--- config.mk ---
export PLATFORM = sky130hd
export DESIGN_NAME = axil_master_bridge
export DESIGN_NICKNAME = d
export VERILOG_FILES = /design/src/rtl/axil_master_bridge.sv
export SDC_FILE = /design/constraint.sdc
export NUM_CORES = 1
export LEC_CHECK = 0
export CAP_MARGIN = 20
export CORE_AREA = 2 2 104 106
export CTS_BUF_LIST = sky130_fd_sc_hd__clkbuf_8
export CTS_CLUSTER_SIZE = 24
export DETAILED_ROUTE_END_ITERATION = 16
export DIE_AREA = 0 0 106 108
export DONT_BUFFER_PORTS = 1
export GPL_ROUTABILITY_DRIVEN = 0
export PLACE_DENSITY = 0.61
export SYNTH_ARGS = -nofsm -noshare
export SYNTH_HDL_FRONTEND = slang
export SYNTH_SLANG_ARGS = --single-unit
export TNS_END_PERCENT = 5
--- constraint.sdc ---
create_clock -name clk -period 2.7 [get_ports clk]
set_input_delay 0.27 -clock clk [delete_from_list [all_inputs] [get_ports clk]]
set_output_delay 0.27 -clock clk [all_outputs]
set_load 0.05 [all_outputs]
--- src/rtl/axil_master_bridge.sv ---
`default_nettype none
// ============================================================================
//  Module      : axil_master_bridge
//  Description : Single-outstanding AXI4-Lite master. Accepts one read or
//                write command on a valid/ready port, runs the AXI4-Lite
//                transaction, and returns read data / response on a
//                separate valid/ready response port.
//  Ports       : clk, rst                  - clock, synchronous active-high reset
//                cmd_*                     - command channel (valid/ready)
//                rsp_*                     - response channel (valid/ready)
//                m_axil_aw*/w*/b*/ar*/r*   - AXI4-Lite master interface
//  Revision    : 1.0 - initial release
// ============================================================================
module axil_master_bridge #(
  parameter int DATA_WIDTH = 32,
  parameter int ADDR_WIDTH = 32,
  parameter int STRB_WIDTH = DATA_WIDTH / 8
) (
  input  logic                  clk,
  input  logic                  rst,
  // command channel
  input  logic                  cmd_valid,
  output logic                  cmd_ready,
  input  logic                  cmd_write,
  input  logic [ADDR_WIDTH-1:0] cmd_addr,
  input  logic [DATA_WIDTH-1:0] cmd_wdata,
  input  logic [STRB_WIDTH-1:0] cmd_wstrb,
  input  logic [2:0]            cmd_prot,
  // response channel
  output logic                  rsp_valid,
  input  logic                  rsp_ready,
  output logic [DATA_WIDTH-1:0] rsp_rdata,
  output logic [1:0]            rsp_resp,
  // AXI4-Lite write address
  output logic [ADDR_WIDTH-1:0] m_axil_awaddr,
  output logic [2:0]            m_axil_awprot,
  output logic                  m_axil_awvalid,
  input  logic                  m_axil_awready,
  // AXI4-Lite write data
  output logic [DATA_WIDTH-1:0] m_axil_wdata,
  output logic [STRB_WIDTH-1:0] m_axil_wstrb,
  output logic                  m_axil_wvalid,
  input  logic                  m_axil_wready,
  // AXI4-Lite write response
  input  logic [1:0]            m_axil_bresp,
  input  logic                  m_axil_bvalid,
  output logic                  m_axil_bready,
  // AXI4-Lite read address
  output logic [ADDR_WIDTH-1:0] m_axil_araddr,
  output logic [2:0]            m_axil_arprot,
  output logic                  m_axil_arvalid,
  input  logic                  m_axil_arready,
  // AXI4-Lite read data
  input  logic [DATA_WIDTH-1:0] m_axil_rdata,
  input  logic [1:0]            m_axil_rresp,
  input  logic                  m_axil_rvalid,
  output logic                  m_axil_rready
);

  localparam logic [1:0] S_IDLE  = 2'd0;
  localparam logic [1:0] S_WRITE = 2'd1;
  localparam logic [1:0] S_READ  = 2'd2;
  localparam logic [1:0] S_RESP  = 2'd3;

  logic [1:0]            state_q, state_d;

  logic [ADDR_WIDTH-1:0] addr_q;
  logic [2:0]            prot_q;
  logic [DATA_WIDTH-1:0] wdata_q;
  logic [STRB_WIDTH-1:0] wstrb_q;
  logic                  awvalid_q, wvalid_q, arvalid_q;
  logic                  aw_done_q, w_done_q, b_done_q, ar_done_q, r_done_q;
  logic [DATA_WIDTH-1:0] rsp_rdata_q;
  logic [1:0]            rsp_resp_q;

  logic                  w_cmd_fire;
  logic                  w_aw_hs, w_w_hs, w_b_hs, w_ar_hs, w_r_hs;
  logic                  w_wr_complete, w_rd_complete;

  assign w_cmd_fire = cmd_valid && cmd_ready;
  assign w_aw_hs    = awvalid_q && m_axil_awready;
  assign w_w_hs     = wvalid_q && m_axil_wready;
  assign w_b_hs     = m_axil_bready && m_axil_bvalid;
  assign w_ar_hs    = arvalid_q && m_axil_arready;
  assign w_r_hs     = m_axil_rready && m_axil_rvalid;

  // Handshakes completing this cycle count alongside the sticky flags, so a
  // slave answering AW, W and B together still finishes in a single cycle.
  assign w_wr_complete = (aw_done_q || w_aw_hs) && (w_done_q || w_w_hs) && (b_done_q || w_b_hs);
  assign w_rd_complete = (ar_done_q || w_ar_hs) && (r_done_q || w_r_hs);

  // State register
  always_ff @(posedge clk) begin
    if (rst) begin
      state_q <= S_IDLE;
    end else begin
      state_q <= state_d;
    end
  end

  // Next-state logic
  always_comb begin
    state_d = state_q;
    case (state_q)
      S_IDLE:  if (cmd_valid)     state_d = cmd_write ? S_WRITE : S_READ;
      S_WRITE: if (w_wr_complete) state_d = S_RESP;
      S_READ:  if (w_rd_complete) state_d = S_RESP;
      S_RESP:  if (rsp_ready)     state_d = S_IDLE;
      default:                    state_d = S_IDLE;
    endcase
  end

  // State-decoded outputs
  always_comb begin
    cmd_ready     = 1'b0;
    rsp_valid     = 1'b0;
    m_axil_bready = 1'b0;
    m_axil_rready = 1'b0;
    case (state_q)
      S_IDLE:  cmd_ready     = 1'b1;
      S_WRITE: m_axil_bready = 1'b1;
      S_READ:  m_axil_rready = 1'b1;
      S_RESP:  rsp_valid     = 1'b1;
      default: ;
    endcase
  end

  // Command capture, AXI valid tracking and response capture
  always_ff @(posedge clk) begin
    if (rst) begin
      addr_q      <= '0;
      prot_q      <= '0;
      wdata_q     <= '0;
      wstrb_q     <= '0;
      awvalid_q   <= 1'b0;
      wvalid_q    <= 1'b0;
      arvalid_q   <= 1'b0;
      aw_done_q   <= 1'b0;
      w_done_q    <= 1'b0;
      b_done_q    <= 1'b0;
      ar_done_q   <= 1'b0;
      r_done_q    <= 1'b0;
      rsp_rdata_q <= '0;
      rsp_resp_q  <= '0;
    end else begin
      case (state_q)
        S_IDLE: begin
          if (w_cmd_fire) begin
            addr_q    <= cmd_addr;
            prot_q    <= cmd_prot;
            wdata_q   <= cmd_wdata;
            wstrb_q   <= cmd_wstrb;
            awvalid_q <= cmd_write;
            wvalid_q  <= cmd_write;
            arvalid_q <= !cmd_write;
            aw_done_q <= 1'b0;
            w_done_q  <= 1'b0;
            b_done_q  <= 1'b0;
            ar_done_q <= 1'b0;
            r_done_q  <= 1'b0;
            // Writes return all-zero read data.
            if (cmd_write) begin
              rsp_rdata_q <= '0;
            end
          end
        end
        S_WRITE: begin
          if (w_aw_hs) begin
            awvalid_q <= 1'b0;
            aw_done_q <= 1'b1;
          end
          if (w_w_hs) begin
            wvalid_q <= 1'b0;
            w_done_q <= 1'b1;
          end
          if (w_b_hs) begin
            b_done_q   <= 1'b1;
            rsp_resp_q <= m_axil_bresp;
          end
        end
        S_READ: begin
          if (w_ar_hs) begin
            arvalid_q <= 1'b0;
            ar_done_q <= 1'b1;
          end
          if (w_r_hs) begin
            r_done_q    <= 1'b1;
            rsp_rdata_q <= m_axil_rdata;
            rsp_resp_q  <= m_axil_rresp;
          end
        end
        default: ;
      endcase
    end
  end

  // AW and AR share the captured address/prot; only one valid is ever raised.
  assign m_axil_awaddr  = addr_q;
  assign m_axil_awprot  = prot_q;
  assign m_axil_awvalid = awvalid_q;
  assign m_axil_wdata   = wdata_q;
  assign m_axil_wstrb   = wstrb_q;
  assign m_axil_wvalid  = wvalid_q;
  assign m_axil_araddr  = addr_q;
  assign m_axil_arprot  = prot_q;
  assign m_axil_arvalid = arvalid_q;
  assign rsp_rdata      = rsp_rdata_q;
  assign rsp_resp       = rsp_resp_q;

endmodule
`default_nettype wire

==> impl_metrics.env, run 1 <==
export IMPL_critPathCapture="m_axil_wdata[9]"
export IMPL_ioPinCount=264
export IMPL_grt_pass1_wl_um=18700
export IMPL_cts_root_buf="clkbuf_8"
export IMPL_multiInputGateArea_um2=1840
export IMPL_final_hold_viol_count=0
export IMPL_critPathKind="reg2reg"
export IMPL_syn_area_per_cell_um2=8.59
export IMPL_cap_viol_max_count=0
export IMPL_setup_tns_ns=0
export IMPL_r2r_start="state_q[0]"
export IMPL_setup_viol=0
export IMPL_cts_tree="yes"
export IMPL_core_um2=10200
export IMPL_cp_required_ns=3.06
export IMPL_die_area_um2=11400
export IMPL_dr_wl_met3_um=1150
export IMPL_async_flop_share_pct=0
export IMPL_syn_num_nets=660
export IMPL_vias=3903
export IMPL_n_fill_cell=850
export IMPL_reg2reg_setup_slack_ns=0.41
export IMPL_leakagePower_uw=0.00218
export IMPL_drt_iter0_drc=288
export IMPL_clk_latency_ns=0.41
export IMPL_min_path_type="in2reg"
export IMPL_crit_start="state_q[0]"
export IMPL_fin_crit_sh_pct=84.6
export IMPL_drive_above_1_share_pct=13.3
export IMPL_ys_ff_latch=115
export IMPL_fin_nets=718
export IMPL_wire_per_inst_um=16.4
export IMPL_period_minus_slack_ns=2.29
export IMPL_port_buffers=0
export IMPL_yosysTopAreaCell="dfxtp_1"
export IMPL_post_synth_top_count_cell="nand2_1"
export IMPL_reg2reg_depth=7
export IMPL_antenna_found_initial=0
export IMPL_drtPass1Iterations=4
export IMPL_h_tree_depth=4
export IMPL_syn_to_final_growth_pct=27.9
export IMPL_dieWidth_um=106
export IMPL_ys_top_cells_by_count="nand2_1 (146), dfxtp_1 (115), a21oi_1 (83), nor2_1 (38), buf_4 (37)"
export IMPL_drt_total_wl_um=12200
export IMPL_synth_cell_type_count=32
export IMPL_overflow=0
export IMPL_hold_start="m_axil_rdata[0]"
export IMPL_syn_instance_count=539
export IMPL_rsz0062_at_grt="no"
export IMPL_drc_errors=0
export IMPL_ys_warnings_count=0
export IMPL_cts_clk_slew_worst_paths_ns=0.08
export IMPL_max_slew_margin_pct=31.5
export IMPL_power_density_nw_per_um2=1090
export IMPL_numCtsBuffers=17
export IMPL_ant_nets=0
export IMPL_cts_path_max_buffers=2
export IMPL_seq_area_frac_synth_pct=49.7
export IMPL_seq_area_um2=2300
export IMPL_maxSlewViolCount=0
export IMPL_utilization_pct=57.9
export IMPL_reg2reg_to="m_axil_wdata[9]"
export IMPL_synth_edf_count=0
export IMPL_hpwl_um=7200
export IMPL_fmaxAchievable_mhz=438
export IMPL_synth_area_um2=4630
export IMPL_holdWs_ns=0.0311
export IMPL_num_antenna_cells=0
export IMPL_routed_top_layer="met4"
export IMPL_cp_max_fo=71
export IMPL_worstPathArrival_ns=2.65
export IMPL_via_per_inst=5.23
export IMPL_peakVddDrop_v=0.000480
export IMPL_critPathLaunchType="flip-flop"
export IMPL_clock_skew_ns=0.0120
export IMPL_synthFlopType="dfxtp_1"
export IMPL_rows=37
export IMPL_netlist_area_leader_share_pct=49.7
export IMPL_grt_max_degree=116
export IMPL_grt_pass1_vias=3859
export IMPL_synth_area_leaders="dfxtp_1 (50%), nand2_1 (12%), a21oi_1 (9.0%), a22oi_2 (8.1%), buf_4 (6.0%)"
export IMPL_wl_met1_um=4790
export IMPL_initial_utilization_pct=45.3
export IMPL_tightest_slew_ns=1.03
export IMPL_cts_num_sinks=115
export IMPL_status="finished, final reports clean"
export IMPL_wl_met2_um=6010
export IMPL_die_y_um=108
export IMPL_grt_usage_pct=20.8
export IMPL_endpoint_kind="flip-flop"
how the worst min path moves through the flow:
stage	slack (ns)	end	cells after the start
2_1_floorplan	0.41	m_axil_araddr[29]	2
3_3_place_gp	0.35	m_axil_wdata[21]	1
3_5_place_dp	0.35	m_axil_wdata[7]	1
4_1_cts	0.0007	rsp_rdata[25]	2
5_1_grt	0.004	rsp_rdata[31]	2
6_report	0.03	rsp_rdata[0]	2
metrics by stage:
stage | setup WS [ns] | instance area, µm² | instances | power (µW)
2_1_floorplan | 0.767 | 4630 | 539 | 4480
3_3_place_gp | 0.741 | 4460 | 613 | 4570
3_5_place_dp | 0.658 | 4460 | 613 | 4620
4_1_cts | 0.492 | 5880 | 742 | 6500
5_1_grt | 0.324 | 5920 | 746 | 6770
6_report | 0.414 | 5920 | 746 | 6470
metal layers:
layer | vias up | track usage [%]
li1 | 1878 | -
met1 | 1803 | 22.3
met2 | 201 | 35.4
met3 | 21 | 9.16
met4 | 0 | 9.77
met5 | - | 0
area by class of cell:
class | count | share of cell area, %
Multi-Input combinational cell | 342 | 31.0
Clock inverter | 14 | 3.17
Clock buffer | 18 | 4.18
Tap cell | 136 | 2.87
Sequential cell | 115 | 38.9
Inverter | 7 | 0.444
Timing Repair Buffer | 114 | 19.4
state kept, by name, summed over array words and instances, names as in the netlist, 2 cells and up:
signal and flops:
m_axil_araddr 32, m_axil_arprot 3, m_axil_wdata 32, m_axil_wstrb 4, rsp_rdata 32, rsp_resp 2
state_q 2
repair_timing:
action                    4_1_cts  5_1_grt
hold buffers                   97        4
setup buffers                   0        0
gates resized for setup         0        0
hold endpoints to repair      115        4
cell usage in the layout (no fill, tap or decap), types with 4 or more instances in the layout:
| cell type | Yosys | final |
|---|---|---|
| a22oi_2 | 30 | 30 |
| buf_4 | 37 | 11 |
| o21ai_0 | 4 | 4 |
| nand2b_1 | 6 | 6 |
| nor3_1 | 5 | 5 |
| bufinv_16 | 0 | 4 |
| nor2_1 | 38 | 38 |
| a31oi_1 | 5 | 5 |
| clkbuf_8 | 0 | 18 |
| inv_1 | 7 | 8 |
| dlygate4sd3_1 | 0 | 100 |
| dfxtp_1 | 115 | 115 |
| nand2_1 | 146 | 145 |
| ha_1 | 4 | 4 |
| a21oi_1 | 83 | 83 |
worst max-delay path: stages (launching register included):
cell and delay (ns):
dfxtp_1 0.34, inv_1 0.09, ha_1 0.40, and2_2 0.25, buf_12 0.25, nand2_1 0.13
a21oi_1 0.14, dlygate4sd3_1 0.57
report_power, final:
group	total, µW	switching [µW]	internal [µW]	leakage [µW]
logic	1460	924	533	0.00103
clock network	1720	698	1030	0.000216
registers	3290	1330	1960	0.000939
cells by family after synthesis:
| logic type | synth area share (%) |
|---|---|
| AND/OR/NAND/NOR | 17.2 |
| AO/OA/AOI/OAI | 20.6 |
| flip-flops | 49.7 |
| buffers and inverters | 10.9 |
| adder cells (fa/ha/maj) | 1.08 |
| multiplexers | 0.432 |
(Power assumes the default switching activity.)
==> run 2, diff against run 1 <==
--- a/config.mk
+++ b/config.mk
@@ -6,14 +6,14 @@
 export NUM_CORES = 1
 export LEC_CHECK = 0
 export CAP_MARGIN = 20
-export CORE_AREA = 2 2 104 106
+export CORE_AREA = 2 2 103 105
 export CTS_BUF_LIST = sky130_fd_sc_hd__clkbuf_8
 export CTS_CLUSTER_SIZE = 24
 export DETAILED_ROUTE_END_ITERATION = 16
-export DIE_AREA = 0 0 106 108
+export DIE_AREA = 0 0 105 107
 export DONT_BUFFER_PORTS = 1
 export GPL_ROUTABILITY_DRIVEN = 0
-export PLACE_DENSITY = 0.61
+export PLACE_DENSITY = 0.64
 export SYNTH_ARGS = -nofsm -noshare
 export SYNTH_HDL_FRONTEND = slang
 export SYNTH_SLANG_ARGS = --single-unit
==> constraint.sdc (replaced) <==
create_clock -name clk -period 1.95 [get_ports clk]
set_input_delay 0.195 -clock clk [delete_from_list [all_inputs] [get_ports clk]]
set_output_delay 0.195 -clock clk [all_outputs]
set_load 0.05 [all_outputs]
==> run 2 against run 1 <==
The flow now finishes with violations (negative hold slack). Largest power group unchanged. First-iteration DRC count shrank 26%. Clock skew shrank 0.0048 ns. Worst hold slack lost 0.18 ns. Clock power up 24%. Via count decreased by 8.8%. Worst setup slack worse by 0.27 ns. Fmax grew 27%. Total power up 35%. Routed wire length shrank 12%. Global-route usage decreased by 2.1 points. Critical path type unchanged. Non-clock buffer count shrank 64.
==> impl_metrics.env, run 2 (synthesized netlist as in run 1, its figures left out) <==
export IMPL_dieWidth_um=105
export IMPL_power_density_nw_per_um2=1690
export IMPL_core_um2=10100
export IMPL_drtPass1Iterations=4
export IMPL_critPathLaunchType="flip-flop"
export IMPL_drive_above_1_share_pct=20.8
export IMPL_cts_path_max_buffers=2
export IMPL_cts_root_buf="clkbuf_8"
export IMPL_violations="negative hold slack"
export IMPL_initial_utilization_pct=45.9
export IMPL_syn_to_final_growth_pct=11.1
export IMPL_cap_viol_max_count=0
export IMPL_critical_path_slowest_cell="and3_4"
export IMPL_via_per_inst=5.24
export IMPL_grt_pass1_vias=3458
export IMPL_fin_crit_sh_pct=92.4
export IMPL_utilization_pct=51.0
export IMPL_rows=37
export IMPL_clk_latency_ns=0.41
export IMPL_n_fill_cell=977
export IMPL_period_minus_slack_ns=1.80
export IMPL_tightest_slew_ns=0.561
export IMPL_antenna_found_initial=1
export IMPL_path_cells="inv_1 -> ha_1 -> a21bo_1 -> and3_4 -> a22oi_2 -> nor2_1"
export IMPL_status="finished, violations left"
export IMPL_min_path_type="in2reg"
export IMPL_fmaxAchievable_mhz=555
export IMPL_cpPeakStageDelay_ns=0.54
export IMPL_cp_required_ns=2.29
export IMPL_worstPathArrival_ns=2.14
export IMPL_num_antenna_cells=0
export IMPL_peakVddDrop_v=0.000730
export IMPL_ioPinCount=264
export IMPL_die_area_um2=11200
export IMPL_dp_slack_ns=0.138
export IMPL_endpoint_kind="flip-flop"
export IMPL_max_slew_margin_pct=62.6
export IMPL_crit_buf_inv=1
export IMPL_cts_tree="yes"
export IMPL_fin_nets=654
export IMPL_leakagePower_uw=0.00195
export IMPL_vias=3561
export IMPL_crit_family="simple AND/OR/NAND/NOR gates"
export IMPL_cts_num_sinks=115
export IMPL_wire_per_inst_um=15.8
export IMPL_grt_pass1_wl_um=16700
export IMPL_hpwl_um=7460
export IMPL_cp_max_fo=32
export IMPL_critPathKind="reg2reg"
export IMPL_numCtsBuffers=17
export IMPL_cts_resized=0
export IMPL_seq_area_um2=2300
export IMPL_final_cell_mix="nand2_1 (145), dfxtp_1 (115), a21oi_1 (83), buf_4 (46), nor2_1 (38)"
export IMPL_fin_ws_ns=0.148
export IMPL_multiInputGateArea_um2=1840
export IMPL_final_cells=679
export IMPL_dp_cells=650
export IMPL_drt_iter0_drc=213
export IMPL_holdWs_ns=-0.152
export IMPL_port_buffers=0
export IMPL_rsz0062_at_grt="no"
export IMPL_maxSlewViolCount=0
export IMPL_overflow=0
export IMPL_final_hold_viol_count=115
export IMPL_drt_total_wl_um=10700
export IMPL_grt_usage_pct=18.7
export IMPL_die_y_um=107
export IMPL_setup_tns_ns=0
export IMPL_drc_errors=0
export IMPL_cts_clk_slew_worst_paths_ns=0.07
export IMPL_postCtsSetupRepairBufs=0
export IMPL_clock_skew_ns=0.00720
export IMPL_final_common_cell="nand2_1"
export IMPL_ant_nets=0
export IMPL_grt_max_degree=116
export IMPL_setup_viol=0
export IMPL_h_tree_depth=4
## run 2: cell count changes in the layout (fill, tap and decap cells not counted), sizes merged
cell,change
clkinvlp,-3
clkbuf,+4
buf,+36
clkinv,-3
bufinv,-2
dlygate4sd3,-100
inv,+1
## run 2: path summary, 6_finish.rpt
| path | start | end | slack, ns | depth (start not counted) |
|---|---|---|---|---|
| min | rst | m_axil_wdata[13] | -0.15 | 1 |
| max reg2reg | state_q[0] | rsp_rdata[1] | 0.15 | 6 |
| min reg2reg | m_axil_araddr[3] | m_axil_araddr[3] | 0.45 | 2 |
| max | state_q[0] | rsp_rdata[1] | 0.15 | 6 |
## run 2: layout make-up
cell class              instances  share of cell area, %
well taps                     136                   3.31
repair buffers                 50                   8.27
inverters                       7                  0.511
multi-input cells             342                   35.7
clock buffers                  22                   5.89
clock inverters                 7                   1.61
flip-flops and latches        115                   44.7
## run 2: metrics by stage
| step | hold WS, ns | instance area, µm² | power [µW] |
|---|---|---|---|
| after floorplan | 0.331 | 4630 | 6200 |
| after global placement | 0.272 | 4760 | 6570 |
| after detailed placement | 0.273 | 4760 | 6640 |
| after CTS | -0.182 | 5140 | 8800 |
| after global routing | -0.198 | 5140 | 9140 |
| final | -0.152 | 5140 | 8710 |
## run 2: routing by layer
layer	track usage (%)	vias up	part of all wire, %
li1	-	1738	-
met1	20.4	1615	39
met2	31.2	191	48
met3	8.94	15	11
met4	7.71	2	1.6
met5	0	-	0.12
## run 2: power breakdown
group / switching (µW) / internal (µW)
combinational: 2150 / 812
sequential: 903 / 2710
clock: 865 / 1270
total: 3920 / 4790
==> run 3, diff against run 2 <==
--- a/config.mk
+++ b/config.mk
@@ -6,14 +6,15 @@
 export NUM_CORES = 1
 export LEC_CHECK = 0
 export CAP_MARGIN = 20
-export CORE_AREA = 2 2 103 105
+export CORE_ASPECT_RATIO = 0.5
+export CORE_UTILIZATION = 59
 export CTS_BUF_LIST = sky130_fd_sc_hd__clkbuf_8
 export CTS_CLUSTER_SIZE = 24
 export DETAILED_ROUTE_END_ITERATION = 16
-export DIE_AREA = 0 0 105 107
 export DONT_BUFFER_PORTS = 1
 export GPL_ROUTABILITY_DRIVEN = 0
-export PLACE_DENSITY = 0.64
+export PLACE_DENSITY = 0.79
+export SKIP_LAST_GASP = 1
 export SYNTH_ARGS = -nofsm -noshare
 export SYNTH_HDL_FRONTEND = slang
 export SYNTH_SLANG_ARGS = --single-unit
==> run 3 against run 2 <==
The run still ends with negative hold slack left. Register-to-register slack improved by 0.02 ns. Total power about the same. Via count decreased by 0.56%. Cell count decreased by 3.4%. Worst setup slack better by 0.016 ns. Clock-buffer cell count fell by 2. Fmax increased by 0.89%. Routed wire length down 4.6%. Largest power group unchanged. Highest routed layer is now met4.
==> impl_metrics.env, run 3 (synthesized netlist as in run 1, its figures left out) <==
export IMPL_status="finished, violations left"
export IMPL_violations="negative hold slack"
export IMPL_clock_skew_ns=0.00682
export IMPL_setup_viol=0
export IMPL_ioPinCount=264
export IMPL_setup_tns_ns=0
export IMPL_grt_usage_pct=24.6
export IMPL_drt_iter0_drc=193
export IMPL_rows=22
export IMPL_numCtsBuffers=17
export IMPL_grt_pass1_vias=3297
export IMPL_core_um2=7460
export IMPL_drc_errors=0
export IMPL_h_tree_depth=4
export IMPL_cts_clk_slew_worst_paths_ns=0.07
export IMPL_die_area_um2=8230
export IMPL_via_per_inst=5.40
export IMPL_fin_nets=657
export IMPL_grt_pass1_wl_um=15800
export IMPL_seq_area_um2=2300
export IMPL_whs_path_depth=1
export IMPL_critPathLaunchType="flip-flop"
export IMPL_initial_utilization_pct=62.1
export IMPL_reg2reg_depth=7
export IMPL_path_cells="inv_1 -> ha_1 -> buf_4 -> nand2_2 -> buf_4 -> nand2_1 -> a21oi_1"
export IMPL_wire_per_inst_um=15.6
export IMPL_drive_above_1_share_pct=21.7
export IMPL_critical_path_slowest_cell="dfxtp_1"
export IMPL_cpPeakStageDelay_ns=0.39
export IMPL_drtPass1Iterations=4
export IMPL_drt_total_wl_um=10200
export IMPL_syn_to_final_growth_pct=11.1
export IMPL_port_buffers=0
export IMPL_cp_max_fo=33
export IMPL_vias=3541
export IMPL_peakVddDrop_v=0.000880
export IMPL_crit_buf_inv=3
export IMPL_critPathKind="reg2reg"
export IMPL_clk_latency_ns=0.40
export IMPL_final_common_cell="nand2_1"
export IMPL_cap_viol_max_count=0
export IMPL_max_slew_margin_pct=59.9
export IMPL_num_antenna_cells=0
export IMPL_finalInstanceArea_um2=5150
export IMPL_place_area_um2=4760
export IMPL_worstPathArrival_ns=2.11
export IMPL_cp_required_ns=2.27
export IMPL_maxSlewViolCount=0
export IMPL_fin_crit_sh_pct=91.6
export IMPL_cts_path_max_buffers=2
export IMPL_endpoint_kind="flip-flop"
export IMPL_cts_root_buf="clkbuf_8"
export IMPL_min_path_type="in2reg"
export IMPL_crit_family="buffers and inverters"
export IMPL_die_y_um=64.6
export IMPL_holdWs_ns=-0.133
export IMPL_fmaxAchievable_mhz=560
export IMPL_grt_max_degree=116
export IMPL_cts_resized=0
export IMPL_overflow=0
export IMPL_hpwl_um=7160
export IMPL_antenna_found_initial=0
export IMPL_postCtsSetupRepairBufs=0
export IMPL_cts_tree="yes"
export IMPL_multiInputGateArea_um2=1840
export IMPL_path_depth=7
export IMPL_dieWidth_um=127
export IMPL_final_hold_viol_count=114
export IMPL_ant_nets=0
export IMPL_power_density_nw_per_um2=1690
export IMPL_rsz0062_at_grt="no"
export IMPL_tightest_slew_ns=0.601
export IMPL_leakagePower_uw=0.00196
export IMPL_period_minus_slack_ns=1.79
export IMPL_final_cell_mix="nand2_1 (145), dfxtp_1 (115), a21oi_1 (83), buf_4 (48), nor2_1 (38)"
export IMPL_n_fill_cell=653
export IMPL_cts_num_sinks=115
export IMPL_cp_common_cell="buf_4"
[run 3: stage by stage]
stage | setup WS [ns] | util [%] | instances | total power (µW)
after detailed placement | 0.206 | 63.8 | 625 | 6640
after global routing | 0.0278 | 69.0 | 656 | 9130
after floorplan | 0.0165 | - | 539 | 6200
after global placement | 0.302 | 63.8 | 625 | 6560
after CTS | 0.177 | 69.0 | 656 | 8760
final | 0.163 | 69.0 | 656 | 8710
[run 3: per-layer routing]
layer | routed length (µm) | GRT usage [%] | up-vias
met4 | 59 | 8.18 | 0
li1 | - | - | 1744
met1 | 4190 | 28.5 | 1660
met5 | 0 | 0 | -
met2 | 5200 | 41.5 | 131
met3 | 794 | 10.3 | 6
[run 3: power breakdown]
part	switching, µW	internal (µW)	total (µW)
clock network	909	1210	2120
logic	2020	825	2850
registers	1020	2710	3730
[run 3: cell type report]
class	count	share of cell area (%)
clock buffers	20	5.35
clock inverters	11	2.16
inverters	7	0.511
multi-input cells	342	35.7
flip-flops and latches	115	44.7
well taps	108	2.63
repair buffers	53	8.95
[run 3: path summary, 6_finish.rpt]
path / startpoint / end / slack, ns
worst min-delay path: rst / m_axil_wstrb[2] / -0.13
worst max-delay path: state_q[0] / m_axil_wdata[0] / 0.16
worst min register to register: m_axil_araddr[10] / m_axil_araddr[10] / 0.46
worst max register to register: state_q[0] / m_axil_wdata[0] / 0.16
[run 3: worst register-to-register path, delay by kind of cell (launching register included)]
kind	cells	cell delay [ns]
AOI/OAI and AO/OA	1	0.18
and+or+nand+nor	2	0.28
adders and majority gates	1	0.21
DFF	1	0.39
buffers and inverters	3	0.66
